## config.mk

```make
export PLATFORM = sky130hd
export DESIGN_NAME = regblock_port_arbiter_flat
export DESIGN_NICKNAME = d
export VERILOG_FILES = /design/src/rtl/regblock_port_arbiter_pkg.sv /design/src/rtl/regblock_port_arbiter_if.sv /design/src/rtl/regblock_port_arbiter_rr_arbiter.sv /design/src/rtl/regblock_port_arbiter.sv /design/src/flat_wrapper.sv
export SDC_FILE = /design/constraint.sdc
export NUM_CORES = 1
export LEC_CHECK = 0
export CORE_MARGIN = 10
export CORE_UTILIZATION = 39
export CTS_BUF_LIST = sky130_fd_sc_hd__clkbuf_16
export CTS_CLUSTER_DIAMETER = 150
export DETAILED_ROUTE_END_ITERATION = 16
export GPL_TIMING_DRIVEN = 0
export PLACE_DENSITY = 0.81
export SLEW_MARGIN = 30
export SYNTH_ARGS = -nofsm -noshare
export SYNTH_HDL_FRONTEND = slang
export SYNTH_SLANG_ARGS = --single-unit
export TNS_END_PERCENT = 30
```

## constraint.sdc

```tcl
create_clock -name clk -period 6.6 [get_ports clk]
set_clock_uncertainty 0.15 [all_clocks]
set_input_delay 0.66 -clock clk [delete_from_list [all_inputs] [get_ports clk]]
set_output_delay 0.66 -clock clk [all_outputs]
set_load 0.01 [all_outputs]
```

## src/rtl/regblock_port_arbiter_pkg.sv

```systemverilog
// Shared constants and helpers for the per-wavefront register block arbiter.
// Imported by the interface, the round-robin arbiter and the top level.
package regblock_arb_pkg;

  localparam int ADDR_W           = 6;
  localparam int NUM_ENTRIES      = 40;
  localparam int DEFAULT_BITWIDTH = 11;
  localparam int NUM_RD           = 2;

  typedef logic [ADDR_W-1:0] addr_t;

  function automatic logic addr_in_range(input addr_t addr);
    return (addr < ADDR_W'(NUM_ENTRIES));
  endfunction

endpackage

```

## src/rtl/regblock_port_arbiter_if.sv

```systemverilog
// Requester-side bus of the register block arbiter: write and read request ports.
// master = requesters, slave = arbiter.
interface regblock_port_arbiter_if #(
  parameter int BITWIDTH = 11,
  parameter int NUM_WR   = 3
);
  import regblock_arb_pkg::*;

  logic [NUM_WR-1:0]          wr_req;
  logic [ADDR_W*NUM_WR-1:0]   wr_addr;
  logic [BITWIDTH*NUM_WR-1:0] wr_data;
  logic [NUM_WR-1:0]          wr_gnt;

  logic [NUM_RD-1:0]          rd_req;
  logic [ADDR_W*NUM_RD-1:0]   rd_addr;
  logic [NUM_RD-1:0]          rd_gnt;
  logic                       rd_valid;
  logic                       rd_id;
  logic [BITWIDTH-1:0]        rd_data;

  modport master (
    output wr_req, wr_addr, wr_data, rd_req, rd_addr,
    input  wr_gnt, rd_gnt, rd_valid, rd_id, rd_data
  );

  modport slave (
    input  wr_req, wr_addr, wr_data, rd_req, rd_addr,
    output wr_gnt, rd_gnt, rd_valid, rd_id, rd_data
  );

endinterface

```

## src/rtl/regblock_port_arbiter_rr_arbiter.sv

```systemverilog
// N-way round-robin arbiter with a registered priority pointer; the grant is
// combinational, and after a grant to i the pointer moves to (i+1) mod N.
module rr_arbiter
  import regblock_arb_pkg::*;
#(
  parameter int N = 2
) (
  input  logic         clk,
  input  logic         rst,
  input  logic [N-1:0] req,
  input  logic         advance,
  output logic [N-1:0] gnt
);

  localparam int PTR_W = (N > 1) ? $clog2(N) : 1;

  logic [PTR_W-1:0] ptr_r;
  logic [PTR_W-1:0] win_idx_s;
  logic [PTR_W-1:0] idx_v_s;
  logic             found_s;
  logic             hit_s;
  int               idx_s;

  // search from the pointer upward, wrapping, for the first active request
  always_comb begin
    gnt       = '0;
    found_s   = 1'b0;
    win_idx_s = '0;
    idx_s     = 0;
    idx_v_s   = '0;
    hit_s     = 1'b0;
    for (int k = 0; k < N; k++) begin
      idx_s     = int'(ptr_r) + k;
      idx_s     = (idx_s >= N) ? (idx_s - N) : idx_s;
      idx_v_s   = PTR_W'(idx_s);
      hit_s     = req[idx_v_s] & ~found_s & ~rst;
      gnt[idx_v_s] = gnt[idx_v_s] | hit_s;
      win_idx_s = hit_s ? idx_v_s : win_idx_s;
      found_s   = found_s | hit_s;
    end
  end

  // priority pointer register
  always_ff @(posedge clk) begin
    if (rst) begin
      ptr_r <= '0;
    end else if (advance && found_s) begin
      ptr_r <= (win_idx_s == PTR_W'(N - 1)) ? '0 : (win_idx_s + PTR_W'(1));
    end else begin
      ptr_r <= ptr_r;
    end
  end

endmodule

```

## src/rtl/regblock_port_arbiter.sv

```systemverilog
// Shares one read and one write port of the register block between NUM_WR
// writers and two readers. Optional forwarding: `define REGBLOCK_ARB_BYPASS_EN.
module regblock_port_arbiter
  import regblock_arb_pkg::*;
#(
  parameter int BITWIDTH = DEFAULT_BITWIDTH,
  parameter int NUM_WR   = 3
) (
  input  logic                clk,
  input  logic                rst,
  regblock_port_arbiter_if.slave bus,
  output logic                rb_write,
  output logic [ADDR_W-1:0]   rb_writeregsel,
  output logic [BITWIDTH-1:0] rb_writedata,
  output logic [ADDR_W-1:0]   rb_readregsel,
  input  logic [BITWIDTH-1:0] rb_readdata
);

  logic [NUM_WR-1:0]   wr_gnt_s;
  logic                wr_any_s;
  logic [ADDR_W-1:0]   wr_addr_s;
  logic [BITWIDTH-1:0] wr_data_s;

  logic [NUM_RD-1:0]   hazard_s;
  logic [NUM_RD-1:0]   rd_arb_req_s;
  logic [NUM_RD-1:0]   rd_gnt_s;
  logic                rd_any_s;
  logic                rd_win_s;
  logic [ADDR_W-1:0]   rd_addr_s;
  logic [BITWIDTH-1:0] rd_value_s;

  logic                rd_valid_r;
  logic                rd_id_r;
  logic [BITWIDTH-1:0] rd_data_r;

  rr_arbiter #(.N(NUM_WR)) u_wr_arb (
    .clk     (clk),
    .rst     (rst),
    .req     (bus.wr_req),
    .advance (1'b1),
    .gnt     (wr_gnt_s)
  );

  assign bus.wr_gnt = wr_gnt_s;

  // one-hot grant selects the winning writer's operands
  always_comb begin
    wr_any_s  = |wr_gnt_s;
    wr_addr_s = '0;
    wr_data_s = '0;
    for (int i = 0; i < NUM_WR; i++) begin
      wr_addr_s = wr_addr_s | ({ADDR_W{wr_gnt_s[i]}} & bus.wr_addr[ADDR_W*i +: ADDR_W]);
      wr_data_s = wr_data_s | ({BITWIDTH{wr_gnt_s[i]}} & bus.wr_data[BITWIDTH*i +: BITWIDTH]);
    end
  end

  // write pipeline: out-of-range writes are granted but never enabled
  always_ff @(posedge clk) begin
    if (rst) begin
      rb_write       <= 1'b0;
      rb_writeregsel <= '0;
      rb_writedata   <= '0;
    end else if (wr_any_s) begin
      rb_write       <= addr_in_range(wr_addr_s);
      rb_writeregsel <= wr_addr_s;
      rb_writedata   <= wr_data_s;
    end else begin
      rb_write       <= 1'b0;
    end
  end

  // a read of the entry whose write is pending this cycle would see stale data
  always_comb begin
    hazard_s = '0;
    for (int j = 0; j < NUM_RD; j++) begin
      hazard_s[j] = rb_write & (bus.rd_addr[ADDR_W*j +: ADDR_W] == rb_writeregsel);
    end
  end

`ifdef REGBLOCK_ARB_BYPASS_EN
  assign rd_arb_req_s = bus.rd_req;
`else
  assign rd_arb_req_s = bus.rd_req & ~hazard_s;
`endif

  rr_arbiter #(.N(NUM_RD)) u_rd_arb (
    .clk     (clk),
    .rst     (rst),
    .req     (rd_arb_req_s),
    .advance (1'b1),
    .gnt     (rd_gnt_s)
  );

  assign bus.rd_gnt = rd_gnt_s;
  assign rd_any_s   = |rd_gnt_s;
  assign rd_win_s   = rd_gnt_s[1];
  assign rd_addr_s  = rd_win_s ? bus.rd_addr[2*ADDR_W-1:ADDR_W] : bus.rd_addr[ADDR_W-1:0];
  assign rb_readregsel = rd_any_s ? rd_addr_s : '0;

  // read result source: zero, forwarded pending write, or block data
  always_comb begin
    rd_value_s = '0;
    if (!addr_in_range(rd_addr_s)) begin
      rd_value_s = '0;
`ifdef REGBLOCK_ARB_BYPASS_EN
    end else if (hazard_s[rd_win_s]) begin
      rd_value_s = rb_writedata;
`endif
    end else begin
      rd_value_s = rb_readdata;
    end
  end

  // read capture register
  always_ff @(posedge clk) begin
    if (rst) begin
      rd_valid_r <= 1'b0;
      rd_id_r    <= 1'b0;
      rd_data_r  <= '0;
    end else if (rd_any_s) begin
      rd_valid_r <= 1'b1;
      rd_id_r    <= rd_win_s;
      rd_data_r  <= rd_value_s;
    end else begin
      rd_valid_r <= 1'b0;
    end
  end

  assign bus.rd_valid = rd_valid_r;
  assign bus.rd_id    = rd_id_r;
  assign bus.rd_data  = rd_data_r;

endmodule

```

## src/flat_wrapper.sv

```systemverilog
// flat-port wrapper written by rule: the top's interface ports become plain ports
module regblock_port_arbiter_flat import regblock_arb_pkg::*;
#(
  parameter int BITWIDTH = DEFAULT_BITWIDTH,
  parameter int NUM_WR   = 3
)
  (clk, rst, rb_write, rb_writeregsel, rb_writedata, rb_readregsel, rb_readdata, bus_wr_req, bus_wr_addr, bus_wr_data, bus_rd_req, bus_rd_addr, bus_wr_gnt, bus_rd_gnt, bus_rd_valid, bus_rd_id, bus_rd_data);
  regblock_port_arbiter_if #(.BITWIDTH(BITWIDTH), .NUM_WR(NUM_WR)) bus_i ();
  input  logic clk;
  input  logic rst;
  output logic rb_write;
  output logic [ADDR_W-1:0] rb_writeregsel;
  output logic [BITWIDTH-1:0] rb_writedata;
  output logic [ADDR_W-1:0] rb_readregsel;
  input  logic [BITWIDTH-1:0] rb_readdata;
  input wire logic [$bits(bus_i.wr_req)-1:0] bus_wr_req;
  input wire logic [$bits(bus_i.wr_addr)-1:0] bus_wr_addr;
  input wire logic [$bits(bus_i.wr_data)-1:0] bus_wr_data;
  input wire logic [$bits(bus_i.rd_req)-1:0] bus_rd_req;
  input wire logic [$bits(bus_i.rd_addr)-1:0] bus_rd_addr;
  output wire logic [$bits(bus_i.wr_gnt)-1:0] bus_wr_gnt;
  output wire logic [$bits(bus_i.rd_gnt)-1:0] bus_rd_gnt;
  output wire logic [$bits(bus_i.rd_valid)-1:0] bus_rd_valid;
  output wire logic [$bits(bus_i.rd_id)-1:0] bus_rd_id;
  output wire logic [$bits(bus_i.rd_data)-1:0] bus_rd_data;
  assign bus_i.wr_req = bus_wr_req;
  assign bus_i.wr_addr = bus_wr_addr;
  assign bus_i.wr_data = bus_wr_data;
  assign bus_i.rd_req = bus_rd_req;
  assign bus_i.rd_addr = bus_rd_addr;
  assign bus_wr_gnt = bus_i.wr_gnt;
  assign bus_rd_gnt = bus_i.rd_gnt;
  assign bus_rd_valid = bus_i.rd_valid;
  assign bus_rd_id = bus_i.rd_id;
  assign bus_rd_data = bus_i.rd_data;
  regblock_port_arbiter #(.BITWIDTH(BITWIDTH), .NUM_WR(NUM_WR)) u_core (.clk(clk), .rst(rst), .bus(bus_i), .rb_write(rb_write), .rb_writeregsel(rb_writeregsel), .rb_writedata(rb_writedata), .rb_readregsel(rb_readregsel), .rb_readdata(rb_readdata));
endmodule
```

==> results.md, run 1 <==
* CTS tree: yes
* Area leader, netlist: dfxtp_1
* Routed via count at roughly 2100
* F_max at between 200 and 250 MHz
* Synth unique cells at 41
* Synthesized Nets at 291
* Max-Cap Viols at 0
* # IOs at between 100 and 150
* Seq/Total Area, Yosys at 35.5%
* Hold Buf Count CTS at 0
* Clock Root Buffer: clkbuf_16
* Largest net degree at the start of global routing at 12
* Total CTS buffers at 5
* Die width at 90.1 um
* Detailed placement HPWL at 5790 um
* Synthesis-to-layout area growth at 74.9%
* Clk buf depth at 2
* Fin crit share at between 60% and 70%
* Ys flop type: dfxtp_1
* DRC at 0
* Critical path type: in -> out
* Dominant cells by area after synthesis: dfxtp_1 (36%), a222oi_1 (8.9%), a21oi_1 (5.7%)
* ANT nets after route at 0
* Layout cell share with drive strength beyond 1 at slightly above 7%
* First-pass GRT wire length at between 10000 and 15000 um
* Synth Area in Compound Gates at between 20% and 30%
* Initial core utilization at between 40% and 50%
* Status: finished, final reports clean
* Cts repair resizes at 0
* Max H-tree Level at 2
* Syn. warnings at 0
* CTS sink cnt at 34
* Non-Filler Instances at slightly above 400
* Ant diodes at 0
* DRT iter0 DRCs at 151
* Placed Cells at 395
* Postcts setup bufs at 0
* Lkg Pwr at 1.24 nW
* TritonRoute pass-1 iters at 4
* CTS clk-pin slew, worst paths at 50 ps
* Hold Worst Slack at 302 ps
* CP top delay family: buffers and inverters
* Setup Viol. Count Final at 0
* Fin. Hold Viols at 0
* Worst path cell trace: clkdlybuf4s50_1 > mux2_4 > mux2_4 > o311a_1 > nor2_2 > buf_4 > clkdlybuf4s50_1
* Slew margin rel. at between 50% and 60%
* Simple-gate area share of the yosys netlist at 15.7%
* Setup TNS at 0 ps
* Startpoint Class: input port
* Fillers at 380
* Grt ovf at 0
* CP bufs+invs at 3
* Multi-input logic area at 1120 um2
* Vias in the first global route at 2236
* Asr flop ratio synth at 0%
* Routability cong. at roughly 0.88
* Critical Path AT at 3380 ps
* Nets at roughly 420
* Peak supply drop at 0.000211 V
* Total wire length at 7000 um
* Slew @ Worst Pin at around 730 ps
* Mapped Cells at 207
* Worst skew pair latency at 270 ps
* RSZ-0062 raised after global routing: false
* Initial antenna violation count at 0
* Post-Synth XOR/XNOR Area at under 10%
* Core area at 4750 um2
* Seq. cell area at 681 um2
* Critical Path Fanout Max at 10
* Slowest cell on crit path: clkdlybuf4s50_1
* Main combinational cell family by area after synthesis: compound AO/OA/AOI/OAI gates
* Count of pins over their slew limit at 0
* Power Dens Cells at 329 nW/um2
* Number of synthesized flops with an enable pin at 0
* Gr usage total at 16.6%
* Crit end category: output pin
* Die H at between 90 and 100 um
* CP max stage delay at roughly 560 ps
* Num rows at 25
* IO buf count at about 120
* Final min period at ~4200 ps
* Cell Area, Synth at 1920 um2
* Worst Path Required at 5790 ps
* Syn Area/Cell at 9.26 um2
* Number of vias per cell at around 5.2
* Multiplexer share of the synthesized area at ~7.4%
* Yosys reg bits at 34
* Die Area at 8120 um2
* Top-area cell type share of the netlist area at 35.5%
* Synth Area in Adders at 1.96%
* Wire length per cell at 17.4 um
* Hold WC Path Type: reg -> reg
==> where the power goes <==
group | leakage, nW | total (mW) | internal [mW] | switching (mW)
sequential | 0.281 | 0.302 | 0.261 | 0.0410
clock | 0.0672 | 0.223 | 0.138 | 0.0850
combinational | 0.892 | 0.581 | 0.301 | 0.280
==> synth_stat cells, drive strengths merged (2+ instances only) <==
cell type and n:
dfxtp 34, a21oi 22, nand2 19, a222oi 17
a32o 11, nor2 11, nor2b 10, buf 9
mux2i 9, clkbuf 6, inv 6, xnor2 6
xor2 6, mux2 4, nand2b 4, nor3 4
o21ai 4, a31oi 3, ha 3, nand4 3
a21o 2, and2 2, o41ai 2
==> cells in the final DEF (no fill, tap or decap), types with 4 or more instances in the layout <==
| master | count |
|---|---|
| a21oi_1 | 22 |
| a222oi_1 | 17 |
| a32o_1 | 11 |
| buf_2 | 5 |
| clkbuf_1 | 6 |
| clkbuf_16 | 5 |
| clkdlybuf4s50_1 | 121 |
| dfxtp_1 | 34 |
| inv_1 | 6 |
| mux2i_1 | 9 |
| nand2_1 | 19 |
| nand2b_1 | 4 |
| nor2_1 | 10 |
| nor2b_1 | 10 |
| o21ai_0 | 4 |
| xnor2_1 | 6 |
| xor2_1 | 6 |
==> metal layers <==
metal,vias up,share of wire [%],GRT usage (%)
li1,1052,-,-
met1,963,38,17.1
met2,81,54,31.4
met3,2,7.8,5.99
met4,0,0.59,3.18
met5,-,0,0
==> state kept, by name, summed over array words and instances (netlist names), named ones only <==
name / flops
u_core.bus.rd_data: 11
u_core.bus.rd_id: 1
u_core.bus.rd_valid: 1
u_core.rb_write: 1
u_core.rb_writedata: 11
u_core.rb_writeregsel: 6
u_core.u_wr_arb.ptr_r: 2
==> worst min-delay path, delay by kind of cell (launching register included) <==
kind            cells  cell delay [ps]
flops               1              300
simple gates        1               50
compound gates      1               50
==> kinds of logic (layout without fill, tap and decap cells) <==
kind of cell / count (synthesis) / count (layout)
and+or+nand+nor: 57 / 57
AOI/OAI and AO/OA: 67 / 67
adders and majority gates: 3 / 3
muxes: 13 / 13
buffers and inverters: 21 / 150
DFF: 34 / 34
xor gates and xnor gates: 12 / 12
==> final timing paths <==
kind	from	endpoint	slack (ps)	depth (start not counted)
worst max register to register	u_core.u_wr_arb.ptr_r[0]$_SDFFE_PP0P_	u_core.rb_writeregsel[5]$_SDFFE_PP0P_	3660	11
worst max-delay path	bus_wr_req[1]	bus_wr_gnt[0]	2410	7
worst min-delay path	u_core.rb_writedata[7]$_SDFFE_PP0P_	u_core.rb_writedata[7]$_SDFFE_PP0P_	300	2
worst min register to register	u_core.rb_writedata[7]$_SDFFE_PP0P_	u_core.rb_writedata[7]$_SDFFE_PP0P_	300	2
==> metrics by stage <==
step | power [mW] | instance area [um2] | worst slack [ps] | util, %
3_5_place_dp | 0.889 | 3210 | 2420 | 67.6
2_1_floorplan | 0.641 | 1920 | 3650 | -
3_3_place_gp | 0.884 | 3210 | 2440 | 67.6
6_report | 1.10 | 3350 | 2410 | 70.5
4_1_cts | 1.11 | 3350 | 2410 | 70.5
5_1_grt | 1.18 | 3350 | 2230 | 70.5
==> final cells by class <==
type                       instances  area share [%]
sequential                        34            20.3
multi-input combinational        152            33.5
inverter                           6           0.672
buffer                            15            2.65
timing repair buffer             121            36.1
clock buffer                       5            3.73
clock inverter                     3           0.485
tap                               67            2.50
No activity file was read; power rests on OpenSTA's default activity.
==> inputs of run 2 (changes only) <==
--- a/config.mk
+++ b/config.mk
@@ -6,12 +6,12 @@
 export NUM_CORES = 1
 export LEC_CHECK = 0
 export CORE_MARGIN = 10
-export CORE_UTILIZATION = 39
+export CORE_UTILIZATION = 33
 export CTS_BUF_LIST = sky130_fd_sc_hd__clkbuf_16
 export CTS_CLUSTER_DIAMETER = 150
 export DETAILED_ROUTE_END_ITERATION = 16
 export GPL_TIMING_DRIVEN = 0
-export PLACE_DENSITY = 0.81
+export PLACE_DENSITY = 0.73
 export SLEW_MARGIN = 30
 export SYNTH_ARGS = -nofsm -noshare
 export SYNTH_HDL_FRONTEND = slang
==> constraint.sdc (replaced) <==
create_clock -name clk -period 3.55 [get_ports clk]
set_clock_uncertainty 0.15 [all_clocks]
set_input_delay 0.355 -clock clk [delete_from_list [all_inputs] [get_ports clk]]
set_output_delay 0.355 -clock clk [all_outputs]
set_load 0.01 [all_outputs]
==> results.md, run 2 (synthesized netlist as in run 1, its figures left out) <==
* Status: finished, final reports clean
* Worst skew pair latency at about 270 ps
* Startpoint Class: flip-flop
* First-pass GRT wire length at 10600 um
* Lkg Pwr at ~1.3 nW
* Die H at 96.2 um
* Initial antenna violation count at 0
* Non-Filler Instances at 415
* Fin crit share at 96.5%
* DRC at 0
* Layout cell share with drive strength beyond 1 at 9.91%
* Post-detailed-placement cell area at 3220 um2
* Initial core utilization at 34.4%
* Slew @ Worst Pin at 587 ps
* Critical Path AT at 2920 ps
* Worst path cell trace: inv_1 > ha_1 > buf_6 > mux2_4 > mux2_4 > o311a_1 > nor2_4 > buf_6 > clkdlybuf4s50_1
* CTS sink cnt at 34
* Gr usage total at 14.3%
* Placed Cells at 400
* Total wire length at 7420 um
* Detailed placement HPWL at 5810 um
* Total CTS buffers at 5
* CTS tree: yes
* Commonest non-fill, non-tap cells in the layout: clkdlybuf4s50_1 (120), dfxtp_1 (33), a21oi_1 (21)
* F_max at 292 MHz
* Peak supply drop at approximately 0.00043 V
* Largest net degree at the start of global routing at 20
* Final min period at approximately 3400 ps
* Die width at 96.2 um
* Hold Buf Count CTS at 0
* Fin. Hold Viols at 0
* Max-Cap Viols at 0
* Slowest cell on crit path: clkdlybuf4s50_1
* IO buf count at about 120
* Die Area at 9260 um2
* Max H-tree Level at 2
* Nets at around 430
* Slew margin rel. at 60.4%
* Clk buf depth at 2
* # IOs at around 120
* Vias in the first global route at between 2000 and 2500
* Worst Path Required at between 3000 and 4000 ps
* Setup Viol. Count Final at 0
* Fillers at between 400 and 500
* Critical Path Fanout Max at 10
* Core area at 5570 um2
* Num rows at 27
* Ant diodes at 0
* Grt ovf at 0
* Power Dens Cells at 613 nW/um2
* ANT nets after route at 0
* Wl on met1 at around 3000 um
* Crit end category: output pin
* Critical path type: reg -> out
* Synthesis-to-layout area growth at 80.7%
* CTS clk-pin slew, worst paths at 50 ps
* Routability cong. at a little under 0.9
* Hold WC Path Type: reg -> reg
* Final instance area at 3460 um2
* Topmost layer with routed signal wires: met4
* Wire length per cell at 17.9 um
* Count of pins over their slew limit at 0
* Met2 WL at 3550 um
* Clock Root Buffer: clkbuf_16
* Routed via count at between 2000 and 2500
* Most common cell after layout, fill and taps aside: clkdlybuf4s50_1
* Length of routed met3 wiring at 752 um
* CP max stage delay at 540 ps
* Number of vias per cell at 5.22
* DRT iter0 DRCs at 139
* TritonRoute pass-1 iters at 5
run 2: layer usage:
| layer | GRT usage (%) | up-vias |
|---|---|---|
| met4 | 2.83 | 0 |
| li1 | - | 1069 |
| met1 | 17.2 | 992 |
| met3 | 5.06 | 9 |
| met2 | 23.8 | 98 |
| met5 | 0 | - |
run 2: final timing paths:
| kind | startpoint | endpoint | slack, ps | cells past startpoint |
|---|---|---|---|---|
| setup / recovery | u_core.u_wr_arb.ptr_r[1]$_SDFFE_PP0P_ | bus_wr_gnt[0] | 120 | 9 |
| hold reg to reg | u_core.rb_writedata[2]$_SDFFE_PP0P_ | u_core.rb_writedata[2]$_SDFFE_PP0P_ | 300 | 2 |
| hold / removal | u_core.rb_writedata[2]$_SDFFE_PP0P_ | u_core.rb_writedata[2]$_SDFFE_PP0P_ | 300 | 2 |
| setup reg to reg | u_core.u_wr_arb.ptr_r[0]$_SDFFE_PP0P_ | u_core.rb_write$_SDFF_PP0_ | 610 | 12 |
run 2: cell type report:
| type | count | area [um2] | area share, % |
|---|---|---|---|
| buffer | 14 | 97.6 | 2.82 |
| tap | 72 | 90.1 | 2.60 |
| clock buffer | 5 | 125 | 3.61 |
| timing repair buffer | 129 | 1270 | 36.8 |
| inverter | 6 | 22.5 | 0.650 |
| sequential | 34 | 682 | 19.7 |
| multi-input combinational | 152 | 1160 | 33.5 |
| clock inverter | 3 | 12.5 | 0.361 |
run 2: timing repair:
action / CTS / global route
setup buffers: 0 / 8
resized for setup: 4 / 8
pin swaps: 1 / 3
setup endpoints to repair: 3 / 8
run 2: power by group:
part | internal, mW | switching [mW]
clock | 0.253 | 0.147
combinational | 0.607 | 0.550
sequential | 0.486 | 0.0811
total | 1.35 | 0.778
run 2: critical path, delay by kind of cell, from the launching register on:
kind	cells	cell delay, ps
compound gates	1	390
simple gates	1	190
flops	1	360
buf+inv	4	920
mux	2	600
fa+ha+maj	1	190
run 2: metrics by stage:
step                hold WS [ps]  setup slack [ps]  setup TNS, ps  power [mW]  utilization (%)
floorplan                    291               904              0        1.19                -
global placement             282             -30.3          -43.0        1.64             57.7
detailed placement           299             -17.1          -25.9        1.65             57.7
CTS                          303             -72.7          -72.7        2.08             60.4
global route                 321             -46.6           -124        2.26             62.1
finish                       305               123              0        2.12             62.1
==> inputs of run 3 (changes only) <==
--- a/config.mk
+++ b/config.mk
@@ -11,7 +11,7 @@
 export CTS_CLUSTER_DIAMETER = 150
 export DETAILED_ROUTE_END_ITERATION = 16
 export GPL_TIMING_DRIVEN = 0
-export PLACE_DENSITY = 0.73
+export PLACE_DENSITY = 0.8
 export SLEW_MARGIN = 30
 export SYNTH_ARGS = -nofsm -noshare
 export SYNTH_HDL_FRONTEND = slang
==> results.md, run 3 (synthesized netlist as in run 1, its figures left out) <==
* Initial antenna violation count at 0
* Routability cong. at just over 0.8
* CTS sink cnt at 34
* Vias in the first global route at 2291
* Max H-tree Level at 2
* Clock Root Buffer: clkbuf_16
* Die width at slightly below 100 um
* Largest net degree at the start of global routing at 20
* Gr usage total at 14.7%
* CTS clk-pin slew, worst paths at 50 ps
* Total CTS buffers at 5
* Critical Path AT at 2910 ps
* Startpoint Class: flip-flop
* # IOs at 123
* Max-Cap Viols at 0
* Worst path cell trace: inv_1 > ha_1 > buf_6 > mux2_4 > mux2_4 > and2_4 > o32ai_4 > buf_4 > clkdlybuf4s50_1
* Nets at 423
* Total wire length at 7280 um
* Placed Cells at 400
* DRC at 0
* Routed via count at 2171
* Worst skew pair latency at about 280 ps
* Die H at 96.2 um
* Most common cell after layout, fill and taps aside: clkdlybuf4s50_1
* Slew @ Worst Pin at 603 ps
* Fin crit share at 96.2%
* Non-Filler Instances at about 410
* Slew margin rel. at between 50% and 60%
* Worst Path Required at a little over 3000 ps
* Critical path type: reg -> out
* Cell mode on critical path: mux2_4
* Power Dens Cells at approximately 630 nW/um2
* Num rows at 27
* Fin. Hold Viols at 0
* Lkg Pwr at 1.30 nW
* Total chip power at around 2.2 mW
* Slowest cell on crit path: clkdlybuf4s50_1
* Layout cell share with drive strength beyond 1 at 9.12%
* Clk buf depth at 2
* Post-detailed-placement cell area at around 3200 um2
* First-pass GRT wire length at 11000 um
* Fillers at ~490
* Peak supply drop at 0.000333 V
* Multi-input logic area at roughly 1200 um2
* DRT iter0 DRCs at 153
* Final min period at 3420 ps
* Synthesis-to-layout area growth at 80.7%
* CP max stage delay at 560 ps
* Critical Path Fanout Max at 10
* RSZ-0062 raised after global routing: false
* Crit end category: output pin
* CP bufs+invs at 4
* Detailed placement HPWL at 5810 um
* Ant diodes at 0
* Hold Buf Count CTS at 0
* F_max at 293 MHz
* Number of vias per cell at 5.27
* Core area at ~5600 um2
* Grt ovf at 0
* Setup Viol. Count Final at 0
* TritonRoute pass-1 iters at 6
* CTS tree: yes
* Status: finished, final reports clean
* Hold WC Path Type: reg -> reg
* Seq. cell area at about 680 um2
* Pre-CTS setup slack at -71.3 ps
* IO buf count at 121
* Fin worst setup slack at 134 ps
* Die Area at between 9000 and 10000 um2
* Count of pins over their slew limit at 0
* Commonest non-fill, non-tap cells in the layout: clkdlybuf4s50_1 (120), dfxtp_1 (34), a21oi_1 (21)
* Wire length per cell at 17.7 um
* ANT nets after route at 0
* CP top delay family: buffers and inverters
* Initial core utilization at 34.4%
* Final instance area at around 3500 um2
## run 3: power by group
part / switching, mW / internal [mW]
combinational: 0.545 / 0.577
sequential: 0.0818 / 0.485
clock: 0.157 / 0.326
## run 3: path summary, 6_finish.rpt
kind | to | cells past startpoint | startpoint | slack [ps]
setup / recovery | bus_wr_gnt[2] | 9 | u_core.u_wr_arb.ptr_r[1]$_SDFFE_PP0P_ | 130
hold reg to reg | u_core.rb_writedata[0]$_SDFFE_PP0P_ | 2 | u_core.rb_writedata[0]$_SDFFE_PP0P_ | 300
hold / removal | u_core.rb_writedata[0]$_SDFFE_PP0P_ | 2 | u_core.rb_writedata[0]$_SDFFE_PP0P_ | 300
setup reg to reg | u_core.rb_writeregsel[2]$_SDFFE_PP0P_ | 12 | u_core.u_wr_arb.ptr_r[1]$_SDFFE_PP0P_ | 650
## run 3: timing repair
action,4_1_cts,5_1_grt
buffers inserted,0,5
pin swaps,1,2
hold endpoints to repair,0,0
resized for setup,5,6
setup endpoints to repair,3,7
## run 3: tightest hold or removal path, delay by kind of cell, from the launching register on
| family | cells | cell delay (ps) |
|---|---|---|
| compound gates | 1 | 50 |
| simple gates | 1 | 50 |
| flops | 1 | 300 |
## run 3: metrics by stage
stage	utilization [%]	TNS, ps	hold slack (ps)
floorplan	-	0	291
CTS	60.9	-61.7	305
global placement	57.7	-54.5	291
finish	62.1	0	301
detailed placement	57.7	-92.6	299
global route	62.1	0	322
## run 3: metal layers
layer / wire length [um] / GRT usage (%)
met1: 2890 / 16.2
met2: 3590 / 25.5
met3: 754 / 6.30
met4: 49 / 3.32
met5: 0 / 0
## run 3: area by class of cell
class	instances	area share, %
Inverter	6	0.650
Timing Repair Buffer	126	36.0
Multi-Input combinational cell	152	33.7
Tap cell	72	2.60
Clock inverter	3	1.08
Sequential cell	34	19.7
Clock buffer	5	3.61
Buffer	14	2.71
